File: src/rtl/hawk_cmpresn_mngr.sv
// rtl/hawk_cmpresn_mngr.sv - victim-page compression sequencer for the hawk read manager
package hacd_pkg;
   localparam int HACD_AXI4_DATA_WIDTH = 512;
   localparam int HACD_AXI4_ADDR_WIDTH = 32;
   localparam int WAY_W                = HACD_AXI4_ADDR_WIDTH - 12;
   localparam int TOL_IDX_W            = 16;
   localparam logic [HACD_AXI4_ADDR_WIDTH-1:0] TOL_BASE = 32'h0010_0000;
   localparam logic [1:0] STS_UNCOMP = 2'd1;
   localparam logic [1:0] STS_COMP   = 2'd2;

   typedef struct packed {
      logic [TOL_IDX_W-1:0] uncompListHead;
      logic [TOL_IDX_W-1:0] uncompListTail;
      logic [TOL_IDX_W-1:0] compListHead;
      logic [TOL_IDX_W-1:0] compListTail;
   } hawk_tol_ht_t;

   typedef struct packed {
      logic arready;
   } axi_rd_rdypkt_t;

   typedef struct packed {
      logic                            rvalid;
      logic                            rlast;
      logic [HACD_AXI4_DATA_WIDTH-1:0] rdata;
      logic [1:0]                      rresp;
   } axi_rd_resppkt_t;

   typedef struct packed {
      logic [HACD_AXI4_ADDR_WIDTH-1:0] addr;
      logic [7:0]                      arlen;
   } axi_rd_pld_t;

   typedef struct packed {
      logic             tbl_update;
      logic [WAY_W-1:0] way;
      logic [1:0]       status;
      logic [13:0]      comp_size;
   } tol_updpkt_t;
endpackage

module hawk_cmpresn_mngr
   import hacd_pkg::*;
(
   input  logic                            clk_i,
   input  logic                            rst_ni,
   input  logic                            cmpresn_trigger,
   input  hawk_tol_ht_t                    tol_HT,
   input  axi_rd_rdypkt_t                  rd_rdypkt,
   input  axi_rd_resppkt_t                 rd_resppkt,
   input  logic                            rdfifo_full,
   input  logic                            rdfifo_empty,
   input  logic                            comp_done,
   input  logic [13:0]                     comp_size,
   input  logic                            pgwr_mngr_ready,
   input  logic                            tbl_update_done,
   output axi_rd_pld_t                     n_comp_axireq,
   output logic                            n_comp_req_arvalid,
   output logic                            n_comp_rready,
   output logic [HACD_AXI4_DATA_WIDTH-1:0] n_comp_rdata,
   output tol_updpkt_t                     n_comp_tol_updpkt,
   output logic                            comp_start,
   output logic                            rdfifo_wrptr_rst,
   output logic                            rdfifo_rdptr_rst,
   output logic                            cmpresn_done,
   output logic [WAY_W-1:0]                cmpresn_freeWay
);

   localparam logic [7:0] PAGE_ARLEN = 8'(4096 / (HACD_AXI4_DATA_WIDTH / 8) - 1);

   typedef enum logic [3:0] {
      IDLE, RD_VICTIM, WAIT_VICTIM, FIFO_RST, RD_PAGE, WAIT_PAGE,
      COMP, WAIT_COMP, TBL_UPD, WAIT_UPD, DONE, ERROR
   } state_t;

   state_t                          state, state_nx;
   logic [WAY_W-1:0]                way_q;
   logic [HACD_AXI4_DATA_WIDTH-1:0] rdata_q;
   logic [13:0]                     size_q;
   logic                            latch_victim, latch_size, abort;
   logic [HACD_AXI4_ADDR_WIDTH-1:0] entry_addr;

   // Only the uncompressed-list head selects the victim; the rest is informational here.
   logic unused_inputs;
   assign unused_inputs = ^{tol_HT.uncompListTail, tol_HT.compListHead,
                            tol_HT.compListTail, rdfifo_empty};

   // TOL entries are one data beat (64 bytes) each, packed from TOL_BASE.
   assign entry_addr = TOL_BASE + (HACD_AXI4_ADDR_WIDTH'(tol_HT.uncompListHead) << 6);

   assign cmpresn_freeWay = way_q;

   // State register.
   always_ff @(posedge clk_i or negedge rst_ni) begin
      if (!rst_ni) state <= IDLE;
      else         state <= state_nx;
   end

   // Victim entry, victim way and compressed size are held across the operation.
   always_ff @(posedge clk_i or negedge rst_ni) begin
      if (!rst_ni) begin
         way_q   <= '0;
         rdata_q <= '0;
         size_q  <= '0;
      end else begin
         if (latch_victim) begin
            way_q   <= rd_resppkt.rdata[WAY_W-1:0];
            rdata_q <= rd_resppkt.rdata;
         end
         if (latch_size) size_q <= comp_size;
      end
   end

   // Next-state and next-value outputs; a dropped trigger mid-operation cancels every pulse.
   always_comb begin
      state_nx           = state;
      n_comp_axireq      = '0;
      n_comp_req_arvalid = 1'b0;
      n_comp_rready      = 1'b1;
      n_comp_rdata       = rdata_q;
      n_comp_tol_updpkt  = '{tbl_update: 1'b0, way: way_q, status: STS_COMP, comp_size: size_q};
      comp_start         = 1'b0;
      rdfifo_wrptr_rst   = 1'b0;
      rdfifo_rdptr_rst   = 1'b0;
      cmpresn_done       = 1'b0;
      latch_victim       = 1'b0;
      latch_size         = 1'b0;
      abort              = !cmpresn_trigger && !(state inside {IDLE, DONE, ERROR});

      case (state)
         IDLE: if (cmpresn_trigger) state_nx = RD_VICTIM;
         RD_VICTIM: if (rd_rdypkt.arready) begin
            n_comp_axireq.addr  = entry_addr;
            n_comp_axireq.arlen = 8'd0;
            n_comp_req_arvalid  = 1'b1;
            state_nx            = WAIT_VICTIM;
         end
         WAIT_VICTIM: if (rd_resppkt.rvalid && rd_resppkt.rlast) begin
            if (rd_resppkt.rresp == 2'b00) begin
               latch_victim = 1'b1;
               n_comp_rdata = rd_resppkt.rdata;
               state_nx     = FIFO_RST;
            end else begin
               state_nx = ERROR;
            end
         end
         FIFO_RST: begin
            rdfifo_wrptr_rst = 1'b1;
            rdfifo_rdptr_rst = 1'b1;
            state_nx         = RD_PAGE;
         end
         RD_PAGE: if (rd_rdypkt.arready) begin
            n_comp_axireq.addr  = {way_q, 12'h000};
            n_comp_axireq.arlen = PAGE_ARLEN;
            n_comp_req_arvalid  = 1'b1;
            state_nx            = WAIT_PAGE;
         end
         WAIT_PAGE: begin
            n_comp_rready = !rdfifo_full;
            if (rd_resppkt.rvalid && !rdfifo_full) begin
               if (rd_resppkt.rresp != 2'b00) state_nx = ERROR;
               else if (rd_resppkt.rlast)     state_nx = COMP;
            end
         end
         COMP: begin
            comp_start = 1'b1;
            state_nx   = WAIT_COMP;
         end
         WAIT_COMP: if (comp_done) begin
            latch_size = 1'b1;
            state_nx   = TBL_UPD;
         end
         TBL_UPD: if (pgwr_mngr_ready) begin
            n_comp_tol_updpkt.tbl_update = 1'b1;
            state_nx                     = WAIT_UPD;
         end
         WAIT_UPD: if (tbl_update_done) state_nx = DONE;
         DONE: begin
            cmpresn_done = 1'b1;
            state_nx     = IDLE;
         end
         ERROR:   state_nx = ERROR;
         default: state_nx = IDLE;
      endcase

      if (abort) begin
         state_nx                     = IDLE;
         n_comp_axireq                = '0;
         n_comp_req_arvalid           = 1'b0;
         n_comp_rdata                 = rdata_q;
         n_comp_tol_updpkt.tbl_update = 1'b0;
         comp_start                   = 1'b0;
         rdfifo_wrptr_rst             = 1'b0;
         rdfifo_rdptr_rst             = 1'b0;
         latch_victim                 = 1'b0;
         latch_size                   = 1'b0;
      end
   end

endmodule

File: config.mk
export PLATFORM = sky130hd
export DESIGN_NAME = hawk_cmpresn_mngr
export DESIGN_NICKNAME = d
export VERILOG_FILES = /design/src/rtl/hawk_cmpresn_mngr.sv
export SDC_FILE = /design/constraint.sdc
export NUM_CORES = 1
export LEC_CHECK = 0
export CORE_AREA = 2 2 481 483
export CTS_CLUSTER_SIZE = 20
export DETAILED_ROUTE_END_ITERATION = 8
export DIE_AREA = 0 0 483 485
export HOLD_SLACK_MARGIN = 0.06
export PLACE_DENSITY = 0.4
export SLEW_MARGIN = 20
export SYNTH_ARGS = -nofsm -noshare
export SYNTH_HDL_FRONTEND = slang
export SYNTH_SLANG_ARGS = --single-unit
File: constraint.sdc
create_clock -name clk_i -period 3.58 [get_ports clk_i]
set_input_delay 0.537 -clock clk_i [delete_from_list [all_inputs] [get_ports clk_i]]
set_output_delay 0.537 -clock clk_i [all_outputs]
set_load 0.1 [all_outputs]
==> results_dict.tcl, run 1 <==
set metrics [dict create \
    ioPinCount 1218 \
    num_vias 20000 \
    syn_avg_cell_area_sq_um 14.5 \
    ctsLongestPathBuffers 3 \
    hpwl_mm 112 \
    yosysWarnings 0 \
    finalSetupViolCount 0 \
    final_area_sq_um 50500 \
    path_clk_slew_ps 60 \
    reg2reg_from "state[2]" \
    ys_seq_elements 530 \
    cts-root-buf "clkbuf_16" \
    maxCapViolCount 0 \
    synth_common_cells "mux2_2 (678), dfrtp_1 (530), mux2_1 (360), buf_2 (68), buf_4 (60)" \
    yosysMostFrequentCell "mux2_2" \
    yosysTopAreaCell "dfrtp_1" \
    overflow 0 \
    synthesis.instances 1859 \
    yosysSeqAreaShare_pct 49.2 \
    cts_tree "done" \
    grt_setup_unrepaired "true" \
    routed_via_density 3.26 \
    worstPathRequired_ps 3040 \
    synth-edff-count 0 \
    hp-class "input pin to asynchronous set/reset pin" \
    area_growth_syn_to_layout_pct 87.3 \
    async_flop_share_pct 100 \
    synth_top_cell_area_share_pct 49.2 \
    reg2reg_to "size_q[13]" \
    die_h_um 485 \
    critPathMostFrequentCell "buf_12" \
    ctsHtreeMaxLevel 3 \
    end_kind "output pin" \
    antenna_found_initial 81 \
    critical_path_class "flip-flop to output pin" \
    crit_slowest_cell "dfrtp_1" \
    gp_congestion 0.828 \
    final_antenna_net_count 0 \
    vdd_drop_max_mv 0.449 \
    grt_max_degree 69 \
    rows 176 \
    slew_violations 0 \
    max_freq_mhz 293 \
    dieArea_sq_um 234000 \
    synth_area_sq_um 27000 \
    start_util_pct 11.8 \
    totalWireLength_mm 136 \
    instances_no_fill 6136 \
    grt_usage_pct 11.4 \
    dpl_cell_area_sq_um 47600 \
    drt_iter0_markers 586 \
    ff2ff_path_depth 6 \
    synth_cell_types 44 \
    skew_ps 41.9 \
    numCtsBuffers 81 \
    status "completed" \
    dieWidth_um 483 \
    numPortBuffers 1158 \
    dr.pass1.iters 5 \
    cellPowerDensity_nw_per_um2 795 \
    grt_pass1_vias 21300 \
    wl_per_cell_um 22.1 \
    drive_gt1_share_pct 47.9 \
    timing.final.crit_period_ps 3420 \
    period_share_pct 95.4 \
    core_area_sq_um 229000 \
    ys_top_cells_by_area "dfrtp_1 (49%), mux2_2 (28%), mux2_1 (15%)" \
    grt_pass1_wl_mm 186 \
    worstSkewPairLatency_ps 700 \
    worst_pin_slew_ps 1030 \
    cts.sinks 530 \
    cp_max_fo 39 \
    crit_path_start_kind "flip-flop" \
    post-place-cells 5964 \
    slowest_delay_ps 370 \
    leakage_nw 22.8 \
    rrSetupSlack_ps 1510 \
    cp.arrival_ps 2880 \
    finalNetCount 3630 \
    worstPathCellList "nand4bb_4, nor2_4, nand4_4, buf_12, buf_12, buf_12, mux2_1, buf_12" \
    route.detailed.drc 0 \
    ys.flop_type "dfrtp_1" \
    hold_violations 0 \
    relSlewSlack_pct 31.1 \
]
[power by group]
part / leakage, nW / switching (mW) / total, mW / internal (mW)
logic: 14.2 / 15.6 / 23.8 / 8.28
clock network: 1.31 / 3.39 / 8.20 / 4.81
registers: 7.28 / 0.705 / 8.11 / 7.41
[critical path: cells and delay by family (launching register included)]
family	cells	cell delay (ps)
buffers and inverters	4	820
AND/OR/NAND/NOR	3	500
multiplexers	1	370
flip-flops	1	370
[how the worst max path moves through the flow]
stage	startpoint	endpoint	slack, ps	cells past startpoint
floorplan	cmpresn_trigger	n_comp_axireq[31]	170	5
global placement	cmpresn_trigger	n_comp_rdata[405]	110	10
detailed placement	cmpresn_trigger	n_comp_rdata[433]	120	10
CTS	state[0]	n_comp_rdata[327]	2	9
global route	state[0]	n_comp_rdata[154]	-30	8
finish	state[0]	n_comp_rdata[154]	160	8
[logic make-up (layout without fill, tap and decap cells)]
family	Yosys count	count (layout)	synth area share, %
adder cells (fa/ha/maj)	1	1	0.0464
AND/OR/NAND/NOR	69	69	1.56
buffers and inverters	184	1405	4.80
AO/OA/AOI/OAI	31	31	0.863
other	2	32	0.0279
flip-flops	530	530	49.2
XOR/XNOR	1	1	0.0325
multiplexers	1041	1041	43.5
[layer usage]
metal  GRT usage [%]  part of all wire, %
met5               0                 0.38
met4            2.93                  2.2
met3            6.76                   13
met2            17.9                   45
met1            13.1                   40
[metrics by stage]
stage	setup TNS (ps)	hold slack (ps)	util (%)	setup WS (ps)	total power, mW
2_1_floorplan	0	241	-	168	22.8
3_3_place_gp	0	481	20.8	108	32.2
3_5_place_dp	0	487	20.8	121	32.3
4_1_cts	0	329	22.0	1.62	40.9
5_1_grt	-177	387	22.0	-26.3	41.7
6_report	0	450	22.1	164	40.1
[cells in the final DEF, fill, tap and decap left out, types with 3 or more instances in the layout]
cell type	count
buf_6	5
nand2b_1	8
conb_1	10
dfrtp_1	530
nor2_1	11
a21oi_1	3
a22o_1	7
mux2_2	691
diode_2	22
clkbuf_16	82
clkinvlp_4	3
mux2i_1	3
inv_16	3
inv_6	4
inv_1	4
buf_4	67
and2_1	15
clkbuf_1	21
nand2_1	14
clkbuf_8	20
nor2b_1	3
clkdlybuf4s50_1	604
buf_12	576
a22oi_1	3
a31oi_1	3
clkinv_2	6
mux2_1	347
[what timing repair did]
| action | in CTS | in global routing |
|---|---|---|
| pin swaps | 1 | 0 |
| gates cloned | 1 | 0 |
| resized for setup | 5 | 17 |
| buffers inserted | 3 | 1 |
| setup endpoints to repair | 65 | 49 |
| hold buffers | 1 | 0 |
| hold endpoints to repair | 36 | 0 |
[registers in the layout (all words and copies together) (netlist names)]
| name | count |
|---|---|
| rdata_q | 493 |
| cmpresn_freeWay | 19 |
| size_q | 14 |
| state | 4 |
[layout make-up]
class / count / area (sq um)
Fill cell: 24200 / 179000
Tap cell: 3026 / 3790
Sequential cell: 530 / 13300
Multi-Input combinational cell: 1153 / 12500
Inverter: 4 / 15.0
Timing Repair Buffer: 1256 / 18200
Clock buffer: 123 / 2410
Clock inverter: 22 / 272
Antenna cell: 22 / 55.1
No activity file was read; power rests on OpenSTA's default activity.
==> inputs of run 2 (changes only) <==
Settings changed: SETUP_SLACK_MARGIN set to 0.3, SKIP_CTS_REPAIR_TIMING set to 1.
==> run 2 against run 1 <==
Non-clock buffer count grew 56. Clock power down 3.2%. Worst setup slack better by 43 ps. Sequential cell count unchanged. Core utilization up 0.27 points. Power fell by 0.45%. Cell area grew 1.2%. Largest power group unchanged.
==> results_dict.tcl, run 2 (same netlist as run 1, synthesis figures left out) <==
set metrics [dict create \
    rows 176 \
    p_sw_mw 19.5 \
    instances_no_fill 6195 \
    dpl_cell_area_sq_um 48000 \
    numCtsBuffers 79 \
    worst_pin_slew_ps 1080 \
    num_vias 20200 \
    drive_gt1_share_pct 49.0 \
    slew_violations 0 \
    path_clk_slew_ps 60 \
    ioPinCount 1218 \
    ctsLongestPathBuffers 3 \
    end_kind "output pin" \
    regMostFlops "rdata_q" \
    core_area_sq_um 229000 \
    final_antenna_net_count 0 \
    route.detailed.drc 0 \
    status "completed" \
    routed_via_density 3.26 \
    final_cell_mix "mux2_2 (684), clkdlybuf4s50_1 (600), buf_12 (577), dfrtp_1 (530), mux2_1 (346)" \
    setup_tns_ps 0 \
    area_growth_syn_to_layout_pct 89.6 \
    dieArea_sq_um 234000 \
    finalNetCount 3684 \
    leakage_nw 23.2 \
    grt_pass1_wl_mm 184 \
    post-place-cells 5997 \
    post-route-util_pct 22.3 \
    hpwl_mm 111 \
    period_share_pct 94.2 \
    vdd_drop_max_mv 0.464 \
    whs_ps 474 \
    maxCapViolCount 0 \
    cts_tree "done" \
    worstPathRequired_ps 3040 \
    grt_usage_pct 11.3 \
    power.internal_mw 20.5 \
    cp.arrival_ps 2840 \
    grt_pass1_vias 21500 \
    hp-class "input pin to flip-flop" \
    ctsHtreeMaxLevel 3 \
    start_util_pct 11.8 \
    drt_iter0_markers 528 \
    p_sw_share_pct 48.7 \
    wl_per_cell_um 22.1 \
    cellPowerDensity_nw_per_um2 782 \
    grt_max_degree 76 \
    critical_path_class "flip-flop to output pin" \
    final_area_sq_um 51100 \
    seq_power_share_pct 20.4 \
    clock_power_share_pct 19.9 \
    largest_reg_flops 493 \
    totalWireLength_mm 137 \
    cts-root-buf "clkbuf_16" \
    mostFrequentLayoutCell "mux2_2" \
    timing.final.crit_period_ps 3370 \
    combPwrFrac_pct 59.8 \
    numPortBuffers 1158 \
    die_h_um 485 \
    gp_congestion 0.825 \
    hold_violations 0 \
    dr.pass1.iters 4 \
    worstSkewPairLatency_ps 690 \
    cp_max_fo 21 \
    finalSetupViolCount 0 \
    skew_ps 31.1 \
    antenna_found_initial 80 \
    cts.sinks 530 \
    grt_setup_unrepaired "true" \
    crit_path_start_kind "flip-flop" \
    relSlewSlack_pct 28.1 \
    overflow 0 \
    max_freq_mhz 296 \
    dieWidth_um 483 \
]
## run 2: cell types whose count changed in the layout (fill, tap and decap cells not counted), sizes merged, moves of 2 or more
cell / change
buf: +51
diode: +13
inv: -6
clkdlybuf4s50: -4
bufinv: +3
clkbuf: +2
## run 2: final timing paths
kind / slack (ps) / endpoint / from / depth (start not counted)
worst max register to register: 1340 / size_q[13] / state[2] / 6
worst min register to register: 500 / rdata_q[102] / rdata_q[102] / 1
min in group asynchronous: 480 / rdata_q[500] / rst_ni / 2
worst max-delay path: 210 / n_comp_axireq[28] / state[0] / 8
max in group asynchronous: 1990 / rdata_q[236] / rst_ni / 3
worst min-delay path: 470 / size_q[0] / comp_size[0] / 2
## run 2: final cells by class
class	count	area, sq um
Fill cell	24100	178000
Timing Repair Buffer	1312	18900
Sequential cell	530	13300
Multi-Input combinational cell	1153	12500
Tap cell	3026	3790
Clock buffer	115	2300
Clock inverter	20	259
Antenna cell	35	87.6
Inverter	4	15.0
## run 2: power by group through the flow
stage,registers (mW),logic [mW],clock network [mW]
final,8.14,23.9,7.94
after global routing,8.31,24.6,8.57
after CTS,8.13,24.1,8.38
after detailed placement,8.23,24.1,0
after global placement,8.16,24.1,0
after floorplan,8.23,14.6,0
## run 2: layer usage
metal | vias up | wire length [um] | part of all wire [%] | track usage, %
li1 | 9172 | - | - | -
met1 | 9904 | 52800 | 39 | 12.4
met2 | 857 | 62100 | 45 | 17.8
met3 | 210 | 18400 | 13 | 7.59
met4 | 72 | 2960 | 2.2 | 2.66
met5 | - | 485 | 0.35 | 0
## run 2: worst max-delay path, stage by stage (launching register included)
cell     delay, ps
dfrtp_1        380
buf_4          210
xnor2_1        170
or4b_4         570
nor3b_4        230
buf_12         180
inv_1           60
o21ai_2        150
buf_12         190
## run 2: per-stage QoR
stage	power [mW]	setup slack, ps
after detailed placement	32.3	194
after CTS	40.6	6.11
final	40.0	207
after global routing	41.4	26.9
after global placement	32.2	160
after floorplan	22.8	429
